--- config.mk ---
export PLATFORM = sky130hd
export DESIGN_NAME = ins_fetch_flat
export DESIGN_NICKNAME = d
export VERILOG_FILES = /design/src/rtl/ins_fetch_pkg.sv /design/src/rtl/ins_fetch_if.sv /design/src/rtl/ins_fetch_ifu_skid.sv /design/src/rtl/ins_fetch.sv /design/src/flat_wrapper.sv
export SDC_FILE = /design/constraint.sdc
export NUM_CORES = 1
export LEC_CHECK = 0
export CELL_PAD_IN_SITES_DETAIL_PLACEMENT = 0
export CELL_PAD_IN_SITES_GLOBAL_PLACEMENT = 1
export CORE_ASPECT_RATIO = 1.25
export CORE_UTILIZATION = 34
export DETAILED_ROUTE_END_ITERATION = 7
export HOLD_SLACK_MARGIN = 0.03
export PLACE_DENSITY_LB_ADDON = 0.1
export SYNTH_ARGS = -nofsm -noshare
export SYNTH_HDL_FRONTEND = slang
export SYNTH_SLANG_ARGS = --single-unit
export TNS_END_PERCENT = 30
--- constraint.sdc ---
create_clock -name clk -period 2.6 [get_ports clk]
set_input_delay 0.52 -clock clk [delete_from_list [all_inputs] [get_ports clk]]
set_output_delay 0.52 -clock clk [all_outputs]
set_load 0.005 [all_outputs]
--- src/rtl/ins_fetch_pkg.sv ---
// ins_fetch_pkg: types and constants shared by the instruction-fetch stage.
//   state_t    : FETCH / FLUSH encoding of the fetch FSM
//   id_t       : registered instruction + exception tags handed to ID
//   NOP_INS    : instruction used for misaligned-PC and interrupt slots
//   RST_PC_DEF : default reset PC
package ins_fetch_pkg;

  typedef enum logic {
    ST_FETCH = 1'b0,
    ST_FLUSH = 1'b1
  } state_t;

  localparam logic [31:0] NOP_INS    = 32'h0000_0013;
  localparam logic [63:0] RST_PC_DEF = 64'h0000_0000_8000_0000;

  typedef struct packed {
    logic        valid;
    logic [31:0] ins;
    logic [63:0] pc;
    logic        acc_fault;
    logic        addr_mis;
    logic        page_fault;
    logic        int_acc;
  } id_t;

  // Empty slot: ins/pc keep their last value, valid and tags drop.
  function automatic id_t id_bubble(input id_t cur);
    id_t r;
    r            = cur;
    r.valid      = 1'b0;
    r.acc_fault  = 1'b0;
    r.addr_mis   = 1'b0;
    r.page_fault = 1'b0;
    r.int_acc    = 1'b0;
    return r;
  endfunction

  // Synthetic NOP slot carrying either the misaligned or the interrupt tag.
  function automatic id_t id_nop_slot(input logic [63:0] pc, input logic mis, input logic intr);
    id_t r;
    r            = '0;
    r.valid      = 1'b1;
    r.ins        = NOP_INS;
    r.pc         = pc;
    r.addr_mis   = mis;
    r.int_acc    = intr;
    return r;
  endfunction

endpackage

--- src/rtl/ins_fetch_if.sv ---
// ins_fetch_if: fetch bus between the IF stage and the instruction memory.
//   ifu_req/ifu_addr              : request, address held until ifu_ack
//   ifu_ack/ifu_rdata/ifu_*_fault : response, valid with ifu_ack
//   master = fetch stage, slave = memory side
interface ins_fetch_if;
  logic        ifu_req;
  logic [63:0] ifu_addr;
  logic        ifu_ack;
  logic [31:0] ifu_rdata;
  logic        ifu_acc_fault;
  logic        ifu_page_fault;

  modport master (
    output ifu_req, ifu_addr,
    input  ifu_ack, ifu_rdata, ifu_acc_fault, ifu_page_fault
  );

  modport slave (
    input  ifu_req, ifu_addr,
    output ifu_ack, ifu_rdata, ifu_acc_fault, ifu_page_fault
  );
endinterface

--- src/rtl/ins_fetch_ifu_skid.sv ---
// ifu_skid: one-entry buffer catching a fetch response that lands while ID
// is stalled. Only instantiated when IFU_SKID_EN is defined.
//   clk, rst_n     : clock, async active-low reset
//   i_load         : capture i_ins/i_pc/i_acc_fault/i_page_fault
//   i_clr          : empty the entry (drain or redirect); wins over i_load
//   o_full         : entry holds a response
//   o_ins/o_pc/o_* : stored response
module ifu_skid (
  input  logic        clk,
  input  logic        rst_n,
  input  logic        i_load,
  input  logic        i_clr,
  input  logic [31:0] i_ins,
  input  logic [63:0] i_pc,
  input  logic        i_acc_fault,
  input  logic        i_page_fault,
  output logic        o_full,
  output logic [31:0] o_ins,
  output logic [63:0] o_pc,
  output logic        o_acc_fault,
  output logic        o_page_fault
);

  always_ff @(posedge clk or negedge rst_n) begin
    if (!rst_n) begin
      o_full       <= 1'b0;
      o_ins        <= '0;
      o_pc         <= '0;
      o_acc_fault  <= 1'b0;
      o_page_fault <= 1'b0;
    end else if (i_clr) begin
      o_full       <= 1'b0;
    end else if (i_load) begin
      o_full       <= 1'b1;
      o_ins        <= i_ins;
      o_pc         <= i_pc;
      o_acc_fault  <= i_acc_fault;
      o_page_fault <= i_page_fault;
    end
  end

endmodule

--- src/rtl/ins_fetch.sv ---
// ins_fetch: instruction-fetch stage. Issues one fetch at a time on the
// ins_fetch_if bus and registers the instruction plus exception tags for ID.
// Optional macro IFU_SKID_EN adds a one-entry skid buffer so a response that
// arrives during if_hold is kept instead of refetched.
//   clk, rst_n          : clock, async active-low reset
//   bus (master)        : fetch request/response
//   i_if_nop, i_if_hold : bubble / stall commands from the pipeline controller
//   i_pc_jmp, i_new_pc  : redirect
//   i_int_req           : pending interrupt (level)
//   o_id_*              : registered instruction, pc, valid and tags to ID
//
// state | meaning
// FETCH | normal operation, a new request may be issued
// FLUSH | a request issued before a redirect is still outstanding; its ack is dropped
module ins_fetch
  import ins_fetch_pkg::*;
#(
  parameter logic [63:0] RST_PC = RST_PC_DEF
) (
  input  logic        clk,
  input  logic        rst_n,
  ins_fetch_if.master bus,
  input  logic        i_if_nop,
  input  logic        i_if_hold,
  input  logic        i_pc_jmp,
  input  logic [63:0] i_new_pc,
  input  logic        i_int_req,
  output logic [31:0] o_id_ins,
  output logic [63:0] o_id_pc,
  output logic        o_id_valid,
  output logic        o_id_ins_acc_fault,
  output logic        o_id_ins_addr_mis,
  output logic        o_id_ins_page_fault,
  output logic        o_id_int_acc
);

`ifdef IFU_SKID_EN
  localparam bit SKID_EN = 1'b1;
`else
  localparam bit SKID_EN = 1'b0;
`endif

  state_t      r_state, w_state_nxt;
  logic [63:0] r_pc, w_pc_nxt, r_addr, w_addr, w_pc_inc;
  logic        r_pend, w_pend_nxt, r_go;
  id_t         r_id, w_id_nxt;
  logic        w_new_req, w_req, w_ack, w_fault;
  logic        w_skid_full, w_skid_acc, w_skid_page;
  logic [31:0] w_skid_ins;
  logic [63:0] w_skid_pc;

  assign w_pc_inc = r_pc + 64'd4;
  // Once a request is out, its address is frozen even if pc is redirected.
  assign w_addr   = r_pend ? r_addr : r_pc;
  // r_go keeps ifu_req low in the first cycle after reset release.
  assign w_new_req = r_go && (r_state == ST_FETCH) && (r_pc[1:0] == 2'b00) &&
                     !w_skid_full && !i_int_req && !i_if_nop &&
                     (SKID_EN || !i_if_hold);
  assign w_req    = r_pend | w_new_req;
  assign w_ack    = w_req & bus.ifu_ack;
  assign w_fault  = bus.ifu_acc_fault | bus.ifu_page_fault;

  assign bus.ifu_req  = w_req;
  assign bus.ifu_addr = w_addr;

`ifdef IFU_SKID_EN
  logic w_skid_load, w_skid_clr;

  ifu_skid u_skid (
    .clk          (clk),
    .rst_n        (rst_n),
    .i_load       (w_skid_load),
    .i_clr        (w_skid_clr),
    .i_ins        (bus.ifu_rdata),
    .i_pc         (r_pc),
    .i_acc_fault  (bus.ifu_acc_fault),
    .i_page_fault (bus.ifu_page_fault),
    .o_full       (w_skid_full),
    .o_ins        (w_skid_ins),
    .o_pc         (w_skid_pc),
    .o_acc_fault  (w_skid_acc),
    .o_page_fault (w_skid_page)
  );
`else
  assign w_skid_full = 1'b0;
  assign w_skid_ins  = '0;
  assign w_skid_pc   = '0;
  assign w_skid_acc  = 1'b0;
  assign w_skid_page = 1'b0;
`endif

  always_ff @(posedge clk or negedge rst_n) begin
    if (!rst_n) r_state <= ST_FETCH;
    else        r_state <= w_state_nxt;
  end

  always_comb begin
    w_state_nxt = r_state;
    w_pc_nxt    = r_pc;
    w_pend_nxt  = w_req & ~bus.ifu_ack;
    w_id_nxt    = r_id;
`ifdef IFU_SKID_EN
    w_skid_load = 1'b0;
    w_skid_clr  = 1'b0;
`endif
    if (i_pc_jmp) begin
      w_pc_nxt    = i_new_pc;
      w_id_nxt    = id_bubble(r_id);
      w_state_nxt = w_pend_nxt ? ST_FLUSH : ST_FETCH;
`ifdef IFU_SKID_EN
      w_skid_clr  = 1'b1;
`endif
    end else if (r_state == ST_FLUSH) begin
      if (w_ack) w_state_nxt = ST_FETCH;
    end else if (i_if_nop) begin
      w_id_nxt = id_bubble(r_id);
    end else if (i_if_hold) begin
`ifdef IFU_SKID_EN
      if (w_ack) begin
        w_skid_load = 1'b1;
        if (!w_fault) w_pc_nxt = w_pc_inc;
      end
`endif
    end else if (w_skid_full) begin
      w_id_nxt            = '0;
      w_id_nxt.valid      = 1'b1;
      w_id_nxt.ins        = w_skid_ins;
      w_id_nxt.pc         = w_skid_pc;
      w_id_nxt.acc_fault  = w_skid_acc;
      w_id_nxt.page_fault = w_skid_page;
`ifdef IFU_SKID_EN
      w_skid_clr          = 1'b1;
`endif
    end else if (w_ack) begin
      w_id_nxt            = '0;
      w_id_nxt.valid      = 1'b1;
      w_id_nxt.ins        = bus.ifu_rdata;
      w_id_nxt.pc         = r_pc;
      w_id_nxt.acc_fault  = bus.ifu_acc_fault;
      w_id_nxt.page_fault = bus.ifu_page_fault;
      // A faulting fetch is reported at its own pc; ID decides the redirect.
      if (!w_fault) w_pc_nxt = w_pc_inc;
    end else if (!w_req && (r_pc[1:0] != 2'b00)) begin
      w_id_nxt = id_nop_slot(r_pc, 1'b1, 1'b0);
    end else if (!w_req && i_int_req) begin
      w_id_nxt = id_nop_slot(r_pc, 1'b0, 1'b1);
    end else begin
      w_id_nxt = id_bubble(r_id);
    end
  end

  always_ff @(posedge clk or negedge rst_n) begin
    if (!rst_n) begin
      r_pc   <= RST_PC;
      r_addr <= RST_PC;
      r_pend <= 1'b0;
      r_go   <= 1'b0;
      r_id   <= '0;
    end else begin
      r_pc   <= w_pc_nxt;
      r_addr <= w_addr;
      r_pend <= w_pend_nxt;
      r_go   <= 1'b1;
      r_id   <= w_id_nxt;
    end
  end

  assign o_id_valid          = r_id.valid;
  assign o_id_ins            = r_id.ins;
  assign o_id_pc             = r_id.pc;
  assign o_id_ins_acc_fault  = r_id.acc_fault;
  assign o_id_ins_addr_mis   = r_id.addr_mis;
  assign o_id_ins_page_fault = r_id.page_fault;
  assign o_id_int_acc        = r_id.int_acc;

endmodule

--- src/flat_wrapper.sv ---
// flat-port wrapper written by rule: the top's interface ports become plain ports
module ins_fetch_flat import ins_fetch_pkg::*;
#(
  parameter logic [63:0] RST_PC = RST_PC_DEF
)
  (clk, rst_n, i_if_nop, i_if_hold, i_pc_jmp, i_new_pc, i_int_req, o_id_ins, o_id_pc, o_id_valid, o_id_ins_acc_fault, o_id_ins_addr_mis, o_id_ins_page_fault, o_id_int_acc, bus_ifu_req, bus_ifu_addr, bus_ifu_ack, bus_ifu_rdata, bus_ifu_acc_fault, bus_ifu_page_fault);
  ins_fetch_if bus_i ();
  input  logic clk;
  input  logic rst_n;
  input  logic i_if_nop;
  input  logic i_if_hold;
  input  logic i_pc_jmp;
  input  logic [63:0] i_new_pc;
  input  logic i_int_req;
  output logic [31:0] o_id_ins;
  output logic [63:0] o_id_pc;
  output logic o_id_valid;
  output logic o_id_ins_acc_fault;
  output logic o_id_ins_addr_mis;
  output logic o_id_ins_page_fault;
  output logic o_id_int_acc;
  output wire logic [$bits(bus_i.ifu_req)-1:0] bus_ifu_req;
  output wire logic [$bits(bus_i.ifu_addr)-1:0] bus_ifu_addr;
  input wire logic [$bits(bus_i.ifu_ack)-1:0] bus_ifu_ack;
  input wire logic [$bits(bus_i.ifu_rdata)-1:0] bus_ifu_rdata;
  input wire logic [$bits(bus_i.ifu_acc_fault)-1:0] bus_ifu_acc_fault;
  input wire logic [$bits(bus_i.ifu_page_fault)-1:0] bus_ifu_page_fault;
  assign bus_ifu_req = bus_i.ifu_req;
  assign bus_ifu_addr = bus_i.ifu_addr;
  assign bus_i.ifu_ack = bus_ifu_ack;
  assign bus_i.ifu_rdata = bus_ifu_rdata;
  assign bus_i.ifu_acc_fault = bus_ifu_acc_fault;
  assign bus_i.ifu_page_fault = bus_ifu_page_fault;
  ins_fetch #(.RST_PC(RST_PC)) u_core (.clk(clk), .rst_n(rst_n), .bus(bus_i), .i_if_nop(i_if_nop), .i_if_hold(i_if_hold), .i_pc_jmp(i_pc_jmp), .i_new_pc(i_new_pc), .i_int_req(i_int_req), .o_id_ins(o_id_ins), .o_id_pc(o_id_pc), .o_id_valid(o_id_valid), .o_id_ins_acc_fault(o_id_ins_acc_fault), .o_id_ins_addr_mis(o_id_ins_addr_mis), .o_id_ins_page_fault(o_id_ins_page_fault), .o_id_int_acc(o_id_int_acc));
endmodule
; ---- Yosys cells after proc, flatten, opt, wreduce, memory -nomap -nowiden
; Cells that the tools add are included.
[word_totals]
register_bits = 232
latch_bits = 0
ram_bits = 0
mem_bits_ro = 0
out_inout_bits = 166
elab_cells = 63
mem_count = 0
[op_classes]
addsub = 1
n_mul = 0
div_mod_pow = 0
order_cmp = 0
n_eq_ne = 5
n_shift = 0
mux = 18
n_bitwise = 9
reduce_logical = 18
[ops]
columns = cell, n
row1 = 101-bit two-way mux, 7
row2 = 64-bit two-way mux, 7
row3 = 64-bit by 3-bit adder with 64-bit output (second input constant), 1
row4 = 5-bit AND reduction, 2
row5 = 1-bit logical AND, 7
row6 = 1-bit inverter, 5
row7 = 1-bit logical NOT, 4
row8 = 1-bit two-way mux, 4
row9 = 2-bit by 1-bit != test with 1-bit output (second input constant), 2
row10 = 2-bit != test (second input constant), 2
row11 = 2-bit nonzero test, 2
row12 = 3-bit by 2-bit != test with 1-bit output (second input constant), 1
row13 = 3-bit nonzero test, 1
row14 = 1-bit AND, 2
row15 = 2-bit logical NOT, 1
row16 = 1-bit OR, 2
row17 = 2-bit AND reduction, 1

; ---- Logic depth before layout (Yosys ltp)
[logic_depth]
word_depth = 16
mapped_depth = 7

; ---- Worst setup path before layout
; No wires, ideal clock.
[synth_path]
path_type = flip-flop to flip-flop
start = register u_core.r_pc[2]
end = register u_core.r_pc[60]
setup_time_ns = 0.082
t_arrival_ns = 2.431
t_required_ns = 2.518
path_slack_ns = 0.087
stages_incl_launch_ff = 8
cell_sequence = dfrtp_1 > ha_1 > nand4_1 > or4_4 > or4_4 > buf_6 > or4_1 > a31oi_1
[synth_between]
elab_chain_len = 7
[synth_rtl]
columns = element, line
row1 = start: declaration, ins_fetch.sv:44  ; logic [63:0] r_pc, w_pc_nxt, r_addr, w_addr, w_pc_inc;
row2 = start signal: assignment, ins_fetch.sv:160  ; r_pc <= w_pc_nxt;
row3 = 64-bit by 3-bit adder with 64-bit output, ins_fetch.sv:52  ; assign w_pc_inc = r_pc + 64'd4;
row4 = 64-bit two-way mux, ins_fetch.sv:142  ; if (!w_fault) w_pc_nxt = w_pc_inc;
row5 = 64-bit two-way mux, ins_fetch.sv:134  ; end else if (w_ack) begin
row6 = 64-bit two-way mux, ins_fetch.sv:117  ; end else if (i_if_hold) begin
row7 = 64-bit two-way mux, ins_fetch.sv:115  ; end else if (i_if_nop) begin
row8 = 64-bit two-way mux, ins_fetch.sv:113  ; end else if (r_state == ST_FLUSH) begin
row9 = 64-bit two-way mux, ins_fetch.sv:106  ; if (i_pc_jmp) begin
; Every way passes these cells. The select of a mux whose other input is x is not followed.
; A chain may end at the register's enable or synchronous reset.

; ---- Final worst setup path
[layout_path]
start = register u_core.r_pend
end = output bus_ifu_addr[45]
[layout_between]
elab_chain_len = 1
[layout_rtl]
columns = element, line
row1 = start: declaration, ins_fetch.sv:45  ; logic r_pend, w_pend_nxt, r_go;
row2 = start signal: assignment, ins_fetch.sv:162  ; r_pend <= w_pend_nxt;
row3 = 64-bit two-way mux, ins_fetch.sv:54  ; assign w_addr = r_pend ? r_addr : r_pc;
row4 = end: declaration, flat_wrapper.sv:23  ; output wire logic [$bits(bus_i.ifu_addr)-1:0] bus_ifu_addr;
; Every way passes these cells.

==> results.yml <==
outcome:
  status: "finished with violations"
  violations: "negative setup slack"
detailed_routing:
  drt_iter0_drc: 351
  ant_nets: 0
  routed_via_density: 4.865
  totalWireLength_mm: 31.45
  firstDrtPassIters: 4
  wl_per_cell_um: 18.12
  vias: 8446
  drc_errors: 0
sta:
  whs_ps: 455.4
  setup_ws_ps: -26.85
  slew_viol_final: 0
  post-route-min-period_ps: 2627
  fin_crit_sh: 1.010
  hold_violations: 0
  finalSetupViolations: 4
  worstMarginPinSlew_ps: 642.1
  slew_headroom: 0.5691
  rsz0062_at_grt: "yes"
  max_freq_mhz: 380.7
  finClkSkew_ps: 8.536
critical_path:
  crit_fanout: 16
  cp_slowest_cell: "dfrtp_4"
  worstSetupPathType: "flip-flop to primary output"
  end_kind: "primary output"
  worstSetupStartpointType: "flip-flop"
  required_ps: 2080
  arrival_ps: 2110
  slowest_delay_ps: 500
  crit_chain: "buf_12 -> buf_16 -> mux2_2 -> clkdlybuf4s50_1"
global_route:
  overflow: 0
  first_global_vias: 8596
  grt.total_usage: 0.2071
  antenna_found_initial: 1
  use_met3: 0.03857
  grt-busiest-layer: "met2"
  grt_pass1_wl_mm: 49.09
  grt_use_met2: 0.3532
  use_met1: 0.2705
  grt_max_degree: 60
placement:
  dp.final_hpwl_mm: 22.22
  port_buffers: 270
  preCtsSetupSlack_ps: -417.1
  place.gp.congestion: 0.7949
  place_area_um2: 13900
floorplan:
  die_w_um: 156.2
  io_pins: 271
  start_util: 0.3453
  die_h_um: 194.7
  rows: 70
  die-area_um2: 30410
  core_area_um2: 29250
job:
  max_cap_viol_count: 0
power_and_ir_drop:
  clkPwrFrac: 0.418
  power_leakage_uw: 0.006692
  p_comb_frac: 0.178
  p_per_area_nw_per_um2: 705.4
  netSwitchingPower_uw: 2560
  seqPwrFrac: 0.404
  p_int_uw: 8124
  ir_drop_mv: 0.4654
  netSwitchingFraction: 0.2396
clock_network:
  clkLatencyLatePin_ps: 530
  numCtsBuffers: 26
  clock_sinks: 232
  cts_root_buffer: "clkbuf_16"
  cts_max_path_buffers: 3
  cts_max_level: 1
  cts_tree: "built"
  clkTransAtPathRegs_ps: 60
synthesis:
  ys.flop_type: "dfrtp_1"
  avgSynthCellArea_um2: 10.34
  synth_nets: 1083
  synth.distinct_cells: 57
  synthArstFlopShare: 1.000
  yosys_warnings: 0
  ys_seq_area_frac: 0.5750
  synth_seq_cells: 232
  netlist_area_um2: 10100
  synth_area_leaders: "dfrtp_1 57%, nand2_1 9.2%, mux2_2 6.9%, o21ai_0 2.8%, a22o_1 2.7%"
  yosys.area.top_type: "dfrtp_1"
  yosysTopAreaCellShare: 0.5698
  synth_edf_count: 0
  synth_cells: 977
cells_and_area:
  fin_util: 0.5178
  fin_nets: 1425
  stdcell_area_um2: 15150
  mostFrequentLayoutCells: "248 x nand2_1, 229 x dfrtp_1, 221 x clkdlybuf4s50_1"
  drive_gt1_frac: 0.1748
  final_common_cell: "nand2_1"
  area_growth_pct: 49.94
  fillCellCount: 2790
min_path:
  hold_path_class: "input port to flip-flop"
## layout make-up
class / instances / area, µm² / share of cell area
Timing Repair Buffer: 375 / 3682 / 0.2431
Inverter: 14 / 52.55 / 0.003470
Multi-Input combinational cell: 670 / 4049 / 0.2673
Clock inverter: 10 / 275.3 / 0.01817
Sequential cell: 232 / 5812 / 0.3837
Antenna cell: 1 / 2.502 / 0.0001652
Clock buffer: 38 / 777.0 / 0.05130
Tap cell: 396 / 495.5 / 0.03271
## flip-flops by register name (all words and copies together), names as in the netlist, 32 cells and up
register / cells
u_core.o_id_ins: 32
u_core.o_id_pc: 64
u_core.r_addr: 64
u_core.r_pc: 64
## per-layer routing
layer	part of all wire	up-vias
li1	-	4101
met2	0.49	200
met5	0	-
met4	0.015	0
met1	0.44	4114
met3	0.053	31
## cells in the mapped netlist (all sizes together) (2+ instances only)
cell	number
nand2	248
dfrtp	230
mux2	62
o21ai	59
clkbuf	46
nor2	37
a22o	31
xnor2	27
nor4	25
a31oi	21
nand3	20
nand4	18
nor3	16
or4	16
buf	14
inv	14
or3	13
o31ai	10
xor2	8
and3	7
and4	6
a21oi	5
mux2i	4
nor2b	4
a22oi	3
nand3b	3
nor3b	3
nor4b	3
or4b	3
dfstp	2
nand4bb	2
o21a	2
or2	2
## worst max-delay path, delay by kind of cell (launching register included)
| family | cells | cell delay, ps |
|---|---|---|
| buf+inv | 3 | 800 |
| flops | 1 | 500 |
| mux | 1 | 250 |
## kinds of logic after synthesis
family / Yosys count / share of synthesized area
AND/OR/NAND/NOR: 430 / 0.2014
flip-flops: 232 / 0.5750
multiplexers: 66 / 0.07308
buffers and inverters: 75 / 0.03084
other: 1 / 0.0003713
AO/OA/AOI/OAI: 137 / 0.08770
XOR/XNOR: 35 / 0.03035
adder cells (fa/ha/maj): 1 / 0.001238
## final timing paths
check / startpoint / to / slack (ps) / depth (start not counted)
worst max-delay path: u_core.r_pend / bus_ifu_addr[45] / -30 / 4
worst min-delay path: i_pc_jmp / u_core.r_pc[10] / 460 / 3
worst max register to register: u_core.r_pc[31] / u_core.r_pc[60] / 130 / 5
worst min register to register: u_core.r_addr[62] / u_core.r_addr[62] / 460 / 2
max in group asynchronous: rst_n / u_core.o_id_ins[15] / 1410 / 3
min in group asynchronous: rst_n / u_core.o_id_pc[50] / 490 / 2
## what timing repair did
action                                  in CTS  in global routing
setup buffers                                5                  1
endpoints found under the setup margin      58                 51
hold endpoints to repair                    39                  0
hold buffers                                 1                  0
gates resized for setup                     35                 33
cloned                                       0                  1
pin swaps                                    0                  2
## stage by stage
stage	setup TNS (ps)	power, µW	instances
6_report	-61.40	10680	1736
3_5_place_dp	-8236	6344	1679
4_1_cts	-2632	10860	1733
3_3_place_gp	-7860	6325	1679
2_1_floorplan	0	4981	977
5_1_grt	-719.4	11190	1736
## power by group through the flow
stage	Clock, µW	Sequential [µW]	Combinational (µW)
after floorplan	0	4400	583
after global placement	0	4380	1940
after detailed placement	0	4380	1960
after CTS	4580	4330	1950
after global routing	4710	4380	2100
final	4460	4320	1900
(Power assumes the default switching activity.)
